## src/rtl/mc_pkg.sv

```systemverilog
// mc_pkg -- shared encodings for the multi-cycle controller.
// Holds the FSM state type, next-PC / write-address / write-data / ALU
// select encodings, the opcode and funct constants of the supported
// instructions, and the one-hot instruction class with small helpers
// that group class bits into the categories the controller branches on.
package mc_pkg;

  typedef enum logic [2:0] {
    S_FETCH  = 3'd0,
    S_DECODE = 3'd1,
    S_EXEC   = 3'd2,
    S_MEM    = 3'd3,
    S_WB     = 3'd4
  } state_t;

  localparam logic [1:0] PC_PLUS4  = 2'd0;
  localparam logic [1:0] PC_BRANCH = 2'd1;
  localparam logic [1:0] PC_JUMP   = 2'd2;
  localparam logic [1:0] PC_RS     = 2'd3;

  localparam logic [1:0] WA_RT = 2'd0;
  localparam logic [1:0] WA_RD = 2'd1;
  localparam logic [1:0] WA_RA = 2'd2;

  localparam logic [1:0] WD_ALU   = 2'd0;
  localparam logic [1:0] WD_MEM   = 2'd1;
  localparam logic [1:0] WD_PC    = 2'd2;
  localparam logic [1:0] WD_SHIFT = 2'd3;

  localparam logic [2:0] ALU_ADD = 3'd0;
  localparam logic [2:0] ALU_SUB = 3'd1;
  localparam logic [2:0] ALU_OR  = 3'd2;
  localparam logic [2:0] ALU_LUI = 3'd3;
  localparam logic [2:0] ALU_XOR = 3'd4;

  localparam logic [5:0] OP_RTYPE = 6'h00;
  localparam logic [5:0] OP_J     = 6'h02;
  localparam logic [5:0] OP_JAL   = 6'h03;
  localparam logic [5:0] OP_BEQ   = 6'h04;
  localparam logic [5:0] OP_BNE   = 6'h05;
  localparam logic [5:0] OP_ORI   = 6'h0D;
  localparam logic [5:0] OP_LUI   = 6'h0F;
  localparam logic [5:0] OP_LB    = 6'h20;
  localparam logic [5:0] OP_LW    = 6'h23;
  localparam logic [5:0] OP_SB    = 6'h28;
  localparam logic [5:0] OP_SW    = 6'h2B;

  localparam logic [5:0] FN_SLL = 6'h00;
  localparam logic [5:0] FN_JR  = 6'h08;
  localparam logic [5:0] FN_ADD = 6'h20;
  localparam logic [5:0] FN_SUB = 6'h22;
  localparam logic [5:0] FN_XOR = 6'h26;

  // Bit positions of the one-hot instruction class; all-zero means NOP.
  localparam int CLS_ADD = 0;
  localparam int CLS_SUB = 1;
  localparam int CLS_XOR = 2;
  localparam int CLS_SLL = 3;
  localparam int CLS_JR  = 4;
  localparam int CLS_ORI = 5;
  localparam int CLS_LUI = 6;
  localparam int CLS_LW  = 7;
  localparam int CLS_SW  = 8;
  localparam int CLS_LB  = 9;
  localparam int CLS_SB  = 10;
  localparam int CLS_BEQ = 11;
  localparam int CLS_BNE = 12;
  localparam int CLS_J   = 13;
  localparam int CLS_JAL = 14;
  localparam int CLS_W   = 15;

  typedef logic [CLS_W-1:0] cls_t;

  function automatic logic is_load(input cls_t c);
    return c[CLS_LW] | c[CLS_LB];
  endfunction

  function automatic logic is_store(input cls_t c);
    return c[CLS_SW] | c[CLS_SB];
  endfunction

  function automatic logic is_mem(input cls_t c);
    return is_load(c) | is_store(c);
  endfunction

  function automatic logic is_branch(input cls_t c);
    return c[CLS_BEQ] | c[CLS_BNE];
  endfunction

  function automatic logic is_jump(input cls_t c);
    return c[CLS_J] | c[CLS_JAL] | c[CLS_JR];
  endfunction

  function automatic logic is_rtype(input cls_t c);
    return c[CLS_ADD] | c[CLS_SUB] | c[CLS_XOR] | c[CLS_SLL] | c[CLS_JR];
  endfunction

endpackage

```

## src/rtl/mc_decode.sv

```systemverilog
// mc_decode -- combinational instruction classifier.
// Ports:
//   opcode  in  6   IR[31:26]
//   funct   in  6   IR[5:0], only meaningful for R-type
//   cls     out 15  one-hot instruction class, all-zero for unsupported
module mc_decode
  import mc_pkg::*;
(
  input  logic [5:0] opcode,
  input  logic [5:0] funct,
  output cls_t       cls
);

  // Any opcode/funct pair not listed falls through with cls still zero,
  // which the controller treats as a NOP.
  always_comb begin
    cls = '0;
    case (opcode)
      OP_RTYPE: begin
        case (funct)
          FN_ADD:  cls[CLS_ADD] = 1'b1;
          FN_SUB:  cls[CLS_SUB] = 1'b1;
          FN_XOR:  cls[CLS_XOR] = 1'b1;
          FN_SLL:  cls[CLS_SLL] = 1'b1;
          FN_JR:   cls[CLS_JR]  = 1'b1;
          default: ;
        endcase
      end
      OP_ORI:  cls[CLS_ORI] = 1'b1;
      OP_LUI:  cls[CLS_LUI] = 1'b1;
      OP_LW:   cls[CLS_LW]  = 1'b1;
      OP_SW:   cls[CLS_SW]  = 1'b1;
      OP_LB:   cls[CLS_LB]  = 1'b1;
      OP_SB:   cls[CLS_SB]  = 1'b1;
      OP_BEQ:  cls[CLS_BEQ] = 1'b1;
      OP_BNE:  cls[CLS_BNE] = 1'b1;
      OP_J:    cls[CLS_J]   = 1'b1;
      OP_JAL:  cls[CLS_JAL] = 1'b1;
      default: ;
    endcase
  end

endmodule

```

## src/rtl/mc_ctrl.sv

```systemverilog
// mc_ctrl -- five-state multi-cycle controller (FETCH/DECODE/EXEC/MEM/WB).
// Ports:
//   clk, reset              clock, synchronous active-high reset
//   opcode, funct           instruction fields, valid from DECODE onward
//   cmp_eq                  rs==rt from the datapath, used in EXEC
//   mem_ready               memory finishes the current access this cycle
//   mem_req/mem_write/byte_en   memory access controls
//   ir_write/pc_write/reg_write strobes; pc_src/wa_src/wd_src selects
//   alu_src/alu_sel/ext_sel     ALU and immediate controls
//   state                   current FSM state (debug)
//   retire                  pulse in the last cycle of each instruction
// Outputs are combinational from the state and class registers because
// the FETCH/MEM handshake and the branch decision must act in the same
// cycle that mem_ready / cmp_eq arrive.
module mc_ctrl
  import mc_pkg::*;
(
  input  logic       clk,
  input  logic       reset,
  input  logic [5:0] opcode,
  input  logic [5:0] funct,
  input  logic       cmp_eq,
  input  logic       mem_ready,
  output logic       mem_req,
  output logic       mem_write,
  output logic       byte_en,
  output logic       ir_write,
  output logic       pc_write,
  output logic [1:0] pc_src,
  output logic       reg_write,
  output logic [1:0] wa_src,
  output logic [1:0] wd_src,
  output logic       alu_src,
  output logic [2:0] alu_sel,
  output logic       ext_sel,
  output logic [2:0] state,
  output logic       retire
);

  state_t state_q;
  state_t state_d;
  cls_t   dec_cls;
  cls_t   cls_q;

  mc_decode u_decode (
    .opcode (opcode),
    .funct  (funct),
    .cls    (dec_cls)
  );

  // State and class registers. The class is captured at the end of DECODE
  // so that EXEC/MEM/WB no longer depend on the IR fields.
  always_ff @(posedge clk) begin
    if (reset) begin
      state_q <= S_FETCH;
      cls_q   <= '0;
    end else begin
      state_q <= state_d;
      if (state_q == S_DECODE) cls_q <= dec_cls;
    end
  end

  // Next-state and output logic. DECODE looks at the live decoder output
  // since the class register is only loaded at the end of that cycle.
  always_comb begin
    state_d   = state_q;
    mem_req   = 1'b0;
    mem_write = 1'b0;
    byte_en   = 1'b0;
    ir_write  = 1'b0;
    pc_write  = 1'b0;
    pc_src    = PC_PLUS4;
    reg_write = 1'b0;
    wa_src    = WA_RT;
    wd_src    = WD_ALU;
    alu_src   = 1'b0;
    alu_sel   = ALU_ADD;
    ext_sel   = 1'b0;
    retire    = 1'b0;

    // ALU controls are held stable for the whole EXEC..WB span so the
    // computed address / result stays valid across memory stalls.
    if (state_q == S_EXEC || state_q == S_MEM || state_q == S_WB) begin
      alu_src = is_mem(cls_q) | cls_q[CLS_ORI] | cls_q[CLS_LUI];
      ext_sel = cls_q[CLS_ORI] | cls_q[CLS_LUI];
      if (cls_q[CLS_SUB] | is_branch(cls_q)) alu_sel = ALU_SUB;
      else if (cls_q[CLS_ORI])               alu_sel = ALU_OR;
      else if (cls_q[CLS_LUI])               alu_sel = ALU_LUI;
      else if (cls_q[CLS_XOR])               alu_sel = ALU_XOR;
      else                                   alu_sel = ALU_ADD;
    end

    case (state_q)
      S_FETCH: begin
        mem_req = 1'b1;
        if (mem_ready) begin
          ir_write = 1'b1;
          pc_write = 1'b1;
          pc_src   = PC_PLUS4;
          state_d  = S_DECODE;
        end
      end

      S_DECODE: begin
        if (dec_cls[CLS_J] | dec_cls[CLS_JAL]) begin
          pc_write = 1'b1;
          pc_src   = PC_JUMP;
        end
        if (dec_cls[CLS_JAL]) begin
          reg_write = 1'b1;
          wa_src    = WA_RA;
          wd_src    = WD_PC;
        end
        if (dec_cls[CLS_JR]) begin
          pc_write = 1'b1;
          pc_src   = PC_RS;
        end
        // Jumps and unsupported encodings finish here.
        if (is_jump(dec_cls) || dec_cls == '0) begin
          retire  = 1'b1;
          state_d = S_FETCH;
        end else begin
          state_d = S_EXEC;
        end
      end

      S_EXEC: begin
        if (is_branch(cls_q)) begin
          pc_write = cls_q[CLS_BEQ] ? cmp_eq : !cmp_eq;
          pc_src   = PC_BRANCH;
          retire   = 1'b1;
          state_d  = S_FETCH;
        end else if (is_mem(cls_q)) begin
          state_d = S_MEM;
        end else if (is_jump(cls_q) || cls_q == '0) begin
          // Unreachable for a well-formed class; recover to FETCH.
          state_d = S_FETCH;
        end else begin
          state_d = S_WB;
        end
      end

      S_MEM: begin
        mem_req   = 1'b1;
        mem_write = is_store(cls_q);
        byte_en   = cls_q[CLS_LB] | cls_q[CLS_SB];
        if (mem_ready) begin
          if (is_store(cls_q)) begin
            retire  = 1'b1;
            state_d = S_FETCH;
          end else begin
            state_d = S_WB;
          end
        end
      end

      S_WB: begin
        reg_write = 1'b1;
        retire    = 1'b1;
        wa_src    = is_rtype(cls_q) ? WA_RD : WA_RT;
        if (is_load(cls_q))      wd_src = WD_MEM;
        else if (cls_q[CLS_SLL]) wd_src = WD_SHIFT;
        else                     wd_src = WD_ALU;
        state_d = S_FETCH;
      end

      default: state_d = S_FETCH;
    endcase

    // A reset cycle must not disturb memory, PC, IR or register file,
    // even when it lands in the middle of a stalled access.
    if (reset) begin
      mem_req   = 1'b0;
      mem_write = 1'b0;
      byte_en   = 1'b0;
      ir_write  = 1'b0;
      pc_write  = 1'b0;
      reg_write = 1'b0;
      retire    = 1'b0;
    end
  end

  assign state = state_q;

endmodule
```

## config.mk

```make
export PLATFORM = sky130hd
export DESIGN_NAME = mc_ctrl
export DESIGN_NICKNAME = d
export VERILOG_FILES = /design/src/rtl/mc_pkg.sv /design/src/rtl/mc_decode.sv /design/src/rtl/mc_ctrl.sv
export SDC_FILE = /design/constraint.sdc
export NUM_CORES = 1
export LEC_CHECK = 0
export CORE_MARGIN = 2
export CORE_UTILIZATION = 35
export CTS_CLUSTER_SIZE = 28
export DETAILED_ROUTE_END_ITERATION = 12
export PLACE_DENSITY = 0.61
export SYNTH_ARGS = -nofsm -noshare
export SYNTH_HDL_FRONTEND = slang
export SYNTH_SLANG_ARGS = --single-unit
```

## constraint.sdc

```tcl
create_clock -name clk -period 7.4 [get_ports clk]
set_input_delay 2.22 -clock clk [delete_from_list [all_inputs] [get_ports clk]]
set_output_delay 2.22 -clock clk [all_outputs]
set_load 0.05 [all_outputs]
```

==> flow_metrics.py <==
metrics = {
    "status": {
        "outcome": "finished clean",
    },
    "floorplan": {
        "start_util_pct": 37.2,
        "io-pin-count": 37,
        "fp-row-count": 20,
        "die_y_um": 61.4,
        "die_w_um": 61.4,
        "coreArea_sq_mm": 0.00310,
        "die_area_sq_mm": 0.00377,
    },
    "clocking": {
        "cts_sinks": 18,
        "cts-root-buf": "clkbuf_4",
        "htreeDepth": 1,
        "cts_setup_buffers": 0,
        "clock_latency_ps": 290,
        "cts_hold_buf": 0,
        "ctsResizeCount": 0,
        "cts_tree": "yes",
        "clk_path_buf_depth": 2,
        "cts-buffers-inserted": 3,
        "path_clk_slew_ps": 100,
    },
    "power": {
        "p_total_mw": 0.185,
        "ir_worst_vdd_uv": 65.4,
        "pwr_density_cell_mw_per_mm2": 120,
        "cellLeakagePower_nw": 0.520,
    },
    "placed_design": {
        "post-place-ws_ps": 344,
        "dpl.hpwl_mm": 2.63,
        "port-buffer-count": 36,
        "gp_congestion": 0.823,
    },
    "grt": {
        "track_usage_pct": 19.5,
        "grt_pass1_vias": 1158,
        "grt_overflow": 0,
        "grt_pass1_wl_mm": 5.39,
        "antenna_found_initial": 0,
        "grt_max_degree": 18,
    },
    "synthesis": {
        "synthFlopType": "dfxtp_1",
        "synth-edff-count": 0,
        "netlist_area_sq_mm": 0.00115,
        "synth_seq_cells": 18,
        "synth_area_leaders": "dfxtp_1 (31%), nor2_1 (8.5%), nand2_1 (6.2%)",
        "yosys.area.top_type": "dfxtp_1",
        "synthArstFlopShare_pct": 0,
        "synth-xor-area-share_pct": 0.759,
        "yosys_warnings": 0,
        "avgSynthCellArea_sq_um": 7.35,
        "ys_types": 44,
        "synthAdderAreaFrac_pct": 0,
        "syn_nets": 173,
        "synth_top_area_share_pct": 31.2,
        "synth-compound-area-share_pct": 19.8,
        "yosys.area_share.simple_pct": 41.5,
        "synthMuxAreaShare_pct": 0.868,
        "synth_top_family_by_area": "simple AND/OR/NAND/NOR gates",
        "synth-seq-area-share_pct": 31.2,
        "syn_inst": 157,
    },
    "cells_and_area": {
        "fin_util_pct": 49.9,
        "mostFrequentLayoutCells": "clkdlybuf4s50_1 (35), nor2_1 (26), nand2_1 (19)",
        "layout_commonest_cell": "clkdlybuf4s50_1",
        "syn_to_final_growth_pct": 34.3,
        "drive_above_1_share_pct": 7.98,
        "diodes": 0,
        "nets": 206,
        "nFillCells": 337,
    },
    "sta": {
        "rsz0062_at_grt": "false",
        "max_freq_mhz": 141,
        "timing.final.ws_setup_ps": 319,
        "tightest_slew_ps": 650,
        "min_period_ps": 7080,
        "fin_worst_skew_ps": 4.16,
        "final-setup-viol-count": 0,
        "finalCritPeriodShare_pct": 95.7,
        "final.setup.tns_ps": 0,
        "hold_viol_final": 0,
        "slew-limit-headroom_pct": 56.7,
        "drv_slew": 0,
    },
    "setup_path": {
        "r2r_end": "cls_q[12]$_SDFFE_PP0N_",
        "crit_path_end_kind": "primary output",
        "reg2reg_slack_ps": 5090,
        "reg2regPathDepth": 4,
        "path_class": "input port to primary output",
        "cp.required_ps": 5180,
        "worstSetupStartpointType": "input port",
        "arrival_ps": 4860,
        "r2r-start": "state[0]$_SDFFE_PP0P_",
        "endpoint": "pc_src[0]",
        "startpoint": "opcode[3]",
        "path_max_fanout": 10,
    },
    "drt": {
        "drt_iter0_markers": 47,
        "routed_wirelength_mm": 3.33,
        "dr.pass1.iters": 4,
        "final_antenna_net_count": 0,
        "drc_errors": 0,
        "routed_via_density": 5.41,
        "vias": 1255,
        "detail_route.wl_per_cell_um": 14.3,
    },
    "job": {
        "cap_violations": 0,
    },
    "min_path": {
        "hold_path.class": "register to register",
    },
}
-- worst max-delay path, cell delays in order --
cell and delay (ps):
clkdlybuf4s50_1 560, or4_1 660, nor3_1 320, nand3b_1 120
a21oi_1 170, clkdlybuf4s50_1 820
-- stage by stage --
step | instance area [sq um] | instances | hold slack (ps)
after floorplan | 1150 | 157 | 416
after detailed placement | 1530 | 229 | 445
final | 1550 | 232 | 450
after CTS | 1550 | 232 | 460
after global placement | 1530 | 229 | 439
after global routing | 1550 | 232 | 489
-- state kept, by name, indices dropped and copies added, names as in the netlist --
signal	cells
cls_q	15
state	3
-- cell type report --
cell class | count | area (sq um) | share of cell area, %
multi-input combinational | 126 | 727 | 46.9
timing repair buffer | 38 | 373 | 24.1
sequential | 18 | 360 | 23.3
tap | 44 | 55.1 | 3.55
clock buffer | 3 | 22.5 | 1.45
inverter | 3 | 11.3 | 0.727
-- cells by family (layout without fill, tap and decap cells) --
kind of cell | after synthesis | count (layout)
xor gates and xnor gates | 1 | 1
muxes | 1 | 1
AOI/OAI and AO/OA | 35 | 35
buffers and inverters | 13 | 44
DFF | 18 | 18
and+or+nand+nor | 89 | 89
-- per-layer routing --
| metal | wire length (um) | share of wire, % | track usage, % | vias up |
|---|---|---|---|---|
| li1 | - | - | - | 637 |
| met1 | 1540 | 46 | 25.4 | 573 |
| met2 | 1590 | 48 | 32.5 | 41 |
| met3 | 155 | 4.7 | 4.41 | 4 |
| met4 | 41 | 1.2 | 5.47 | 0 |
| met5 | 0 | 0 | 0 | - |
-- where the power goes --
group | internal [mW] | switching [mW]
registers | 0.0974 | 0.00153
logic | 0.0157 | 0.0215
clock network | 0.0189 | 0.0302
-- Yosys cell counts, types with 2 or more instances --
| cell type | n |
|---|---|
| a21oi_1 | 13 |
| a22oi_1 | 3 |
| a32oi_1 | 2 |
| buf_2 | 2 |
| buf_6 | 2 |
| clkbuf_1 | 6 |
| dfxtp_1 | 18 |
| inv_1 | 3 |
| nand2_1 | 19 |
| nand2b_1 | 4 |
| nand3_1 | 3 |
| nand3b_1 | 3 |
| nand4_1 | 3 |
| nand4b_1 | 2 |
| nor2_1 | 26 |
| nor2b_1 | 2 |
| nor3_1 | 7 |
| nor4_1 | 3 |
| o21a_1 | 2 |
| o21ai_0 | 4 |
| or2_2 | 3 |
| or3_1 | 2 |
| or4_1 | 3 |
| or4b_2 | 2 |
-- worst min-delay path by stage --
stage / from / endpoint / slack [ps] / cells past startpoint
global placement: cls_q[0]$_SDFFE_PP0N_ / cls_q[0]$_SDFFE_PP0N_ / 440 / 2
detailed placement: cls_q[0]$_SDFFE_PP0N_ / cls_q[0]$_SDFFE_PP0N_ / 450 / 2
finish: cls_q[0]$_SDFFE_PP0N_ / cls_q[0]$_SDFFE_PP0N_ / 450 / 2
CTS: cls_q[0]$_SDFFE_PP0N_ / cls_q[0]$_SDFFE_PP0N_ / 460 / 2
floorplan: cls_q[0]$_SDFFE_PP0N_ / cls_q[0]$_SDFFE_PP0N_ / 420 / 2
global route: cls_q[14]$_SDFFE_PP0N_ / cls_q[14]$_SDFFE_PP0N_ / 490 / 2
(Power assumes the default switching activity.)
==> edit: new RTL, same flow settings <==
Reset style: asynchronous (`reset`), changed in one clocked block. Comments in the files are not updated.
--- a/src/rtl/mc_ctrl.sv
+++ b/src/rtl/mc_ctrl.sv
@@ -50,7 +50,7 @@
 
   // State and class registers. The class is captured at the end of DECODE
   // so that EXEC/MEM/WB no longer depend on the IR fields.
-  always_ff @(posedge clk) begin
+  always_ff @(posedge clk or posedge reset) begin
     if (reset) begin
       state_q <= S_FETCH;
       cls_q   <= '0;
Formal check against the unedited RTL: differs if reset is asserted again (counterexample within 4 cycles, from zero or initial values and one cycle with reset high); with reset held inactive, the same outputs for 10 cycles.
==> edit against the original RTL <==
  * Area after synthesis rose by 1.2%
  * Synthesized cell count fell by 6.4%
  * Cell area rose by 2.7%
  * Setup slack improved by 0.089 ns
  * Sequential cell count did not move
  * Routed wire length fell by 5.9%
  * Count of clock-buffer cells in the layout rose by 1
  * Total power rose by 21%
  * Highest routed layer unchanged
==> edit: results (changes against the original RTL) <==
ant diodes 0 (unchanged); hold_sp cls_q[0]; largest net degree at the start of global routing 26 (+8); Root Buffer clkbuf_4; Longest Clk Path Bufs 2 (unchanged); most instantiated cells after synthesis 21 x nor2_1, 19 x nand2_1, 18 x dfrtp_1; via count of the first global-routing pass 1102 (-4.8%); Adder-Cell Fraction of Synth Area 0% (unchanged); Total Neg Setup Slack 0 ns (unchanged); first-pass GRT wire length 5060 um (-6.1%); post-synthesis mux area share 0% (-0.87 points); # hold bufs at CTS 0 (unchanged); top_reg_cell synth dfrtp_1; Resized Gates After CTS 0 (unchanged); Fillers 325 (-3.6%); Final Skew 0.0101 ns (+0.00595 ns); clk_lat worst skew 0.30 ns; Synth cell types 40 (-9.1%); CTS buffer count 3 (unchanged); CP top delay family buffers and inverters; met1 wire length 1470 um (-4.7%); gpl congestion 0.847 (+2.8%); XOR/XNOR Fraction of Synth Area 0.750% (-0.0090 points); Worst-path clk slew 0.10 ns (about the same); sequential-to-total area share from yosys stat 38.6% (+7.3 points); max layer used met4; placed cell area 1560 um2 (+1.9%); Synth Area in Compound Gates 17.3% (-2.6 points); slew margin rel. 52.6% (-4.0 points); Yosys top cell area share 38.6% (+7.3 points); Post-synth ARST share 100% (+100 points); Setup Fix Bufs, Post-CTS 0 (unchanged); Static Leak 0.603 nW (+16%); Critical Path Fanout Max 7 (-3); Worst Hold Class reg -> reg; HPWL Detailed 2510 um (-4.5%); Post-Syn Nets 163 (-5.8%); run status complete, no violations; Worst path max stage delay 0.80 ns (-0.02 ns); initial antenna violation count 0 (unchanged); Iteration-0 DRC Markers 74 (+57%); Slowest-stage cell, CP clkdlybuf4s50_1; Peak VDD IR 56.3 uV (-14%); final WL 3130 um (-5.9%); drt via density 5.32 (-1.6%); EDFF count, synth 0 (unchanged); Synth warnings 0 (unchanged); Synth area leaders dfrtp_1 39%, nor2_1 6.8%, nand2_1 6.1%; Crit Reg-Reg Startpoint state[0]; Detailed Routing Iterations Pass 1 4 (unchanged); total track usage 18.1% (-1.5 points); Met3 Wirelength 166 um (+7.1%); layout cells sized above 1 7.73% (-0.24 points); NumNets Final 198 (-3.9%); Worst Path Arrival 4.77 ns (-0.09 ns); max reg flops 15 (unchanged); CP startpoint opcode[2]; metal2 WL 1450 um (-8.6%)
[edit: worst paths after layout]
kind,to,slack [ns],cells after the start
worst max-delay path,wd_src[1],0.41,5
worst min-delay path,cls_q[0],0.50,2
worst max register to register,cls_q[14],5.27,3
worst min register to register,cls_q[0],0.50,2
max in group asynchronous,cls_q[14],4.79,3
min in group asynchronous,state[2],2.40,3
[edit: routing by layer]
| layer | up-vias | GRT usage (%) |
|---|---|---|
| met3 | 4 | 2.69 |
| met4 | 0 | 6.38 |
| met1 | 553 | 24.2 |
| li1 | 604 | - |
| met5 | - | 0 |
| met2 | 37 | 29.8 |
[edit: through the flow]
stage,instances,setup WS (ns)
after global placement,221,0.422
final,225,0.407
after floorplan,147,0.441
after CTS,225,0.386
after global routing,225,0.318
after detailed placement,221,0.391
[edit: power breakdown]
part | total (mW) | switching, mW | internal (mW) | leakage, nW
combinational | 0.0569 | 0.0351 | 0.0218 | 0.333
sequential | 0.106 | 0.00499 | 0.101 | 0.249
clock | 0.0626 | 0.0326 | 0.0300 | 0.0210
[edit: cells by family (layout without fill, tap and decap cells)]
| group | after synthesis | count (layout) |
|---|---|---|
| compound gates | 33 | 33 |
| xor+xnor | 1 | 1 |
| buf+inv | 11 | 45 |
| flops | 18 | 18 |
| simple gates | 84 | 84 |
[edit: final cells by class]
| type | instances | area (um2) | area share (%) |
|---|---|---|---|
| flip-flops and latches | 18 | 450 | 28.3 |
| clock buffers | 4 | 36.3 | 2.28 |
| well taps | 44 | 55.1 | 3.46 |
| repair buffers | 37 | 368 | 23.1 |
| inverters | 4 | 15.0 | 0.943 |
| multi-input cells | 118 | 667 | 41.9 |
[edit: tightest hold or removal path: stages, from the launching register on]
cell     delay (ns)
dfrtp_1        0.37
nand2_1        0.05
nand2_1        0.05
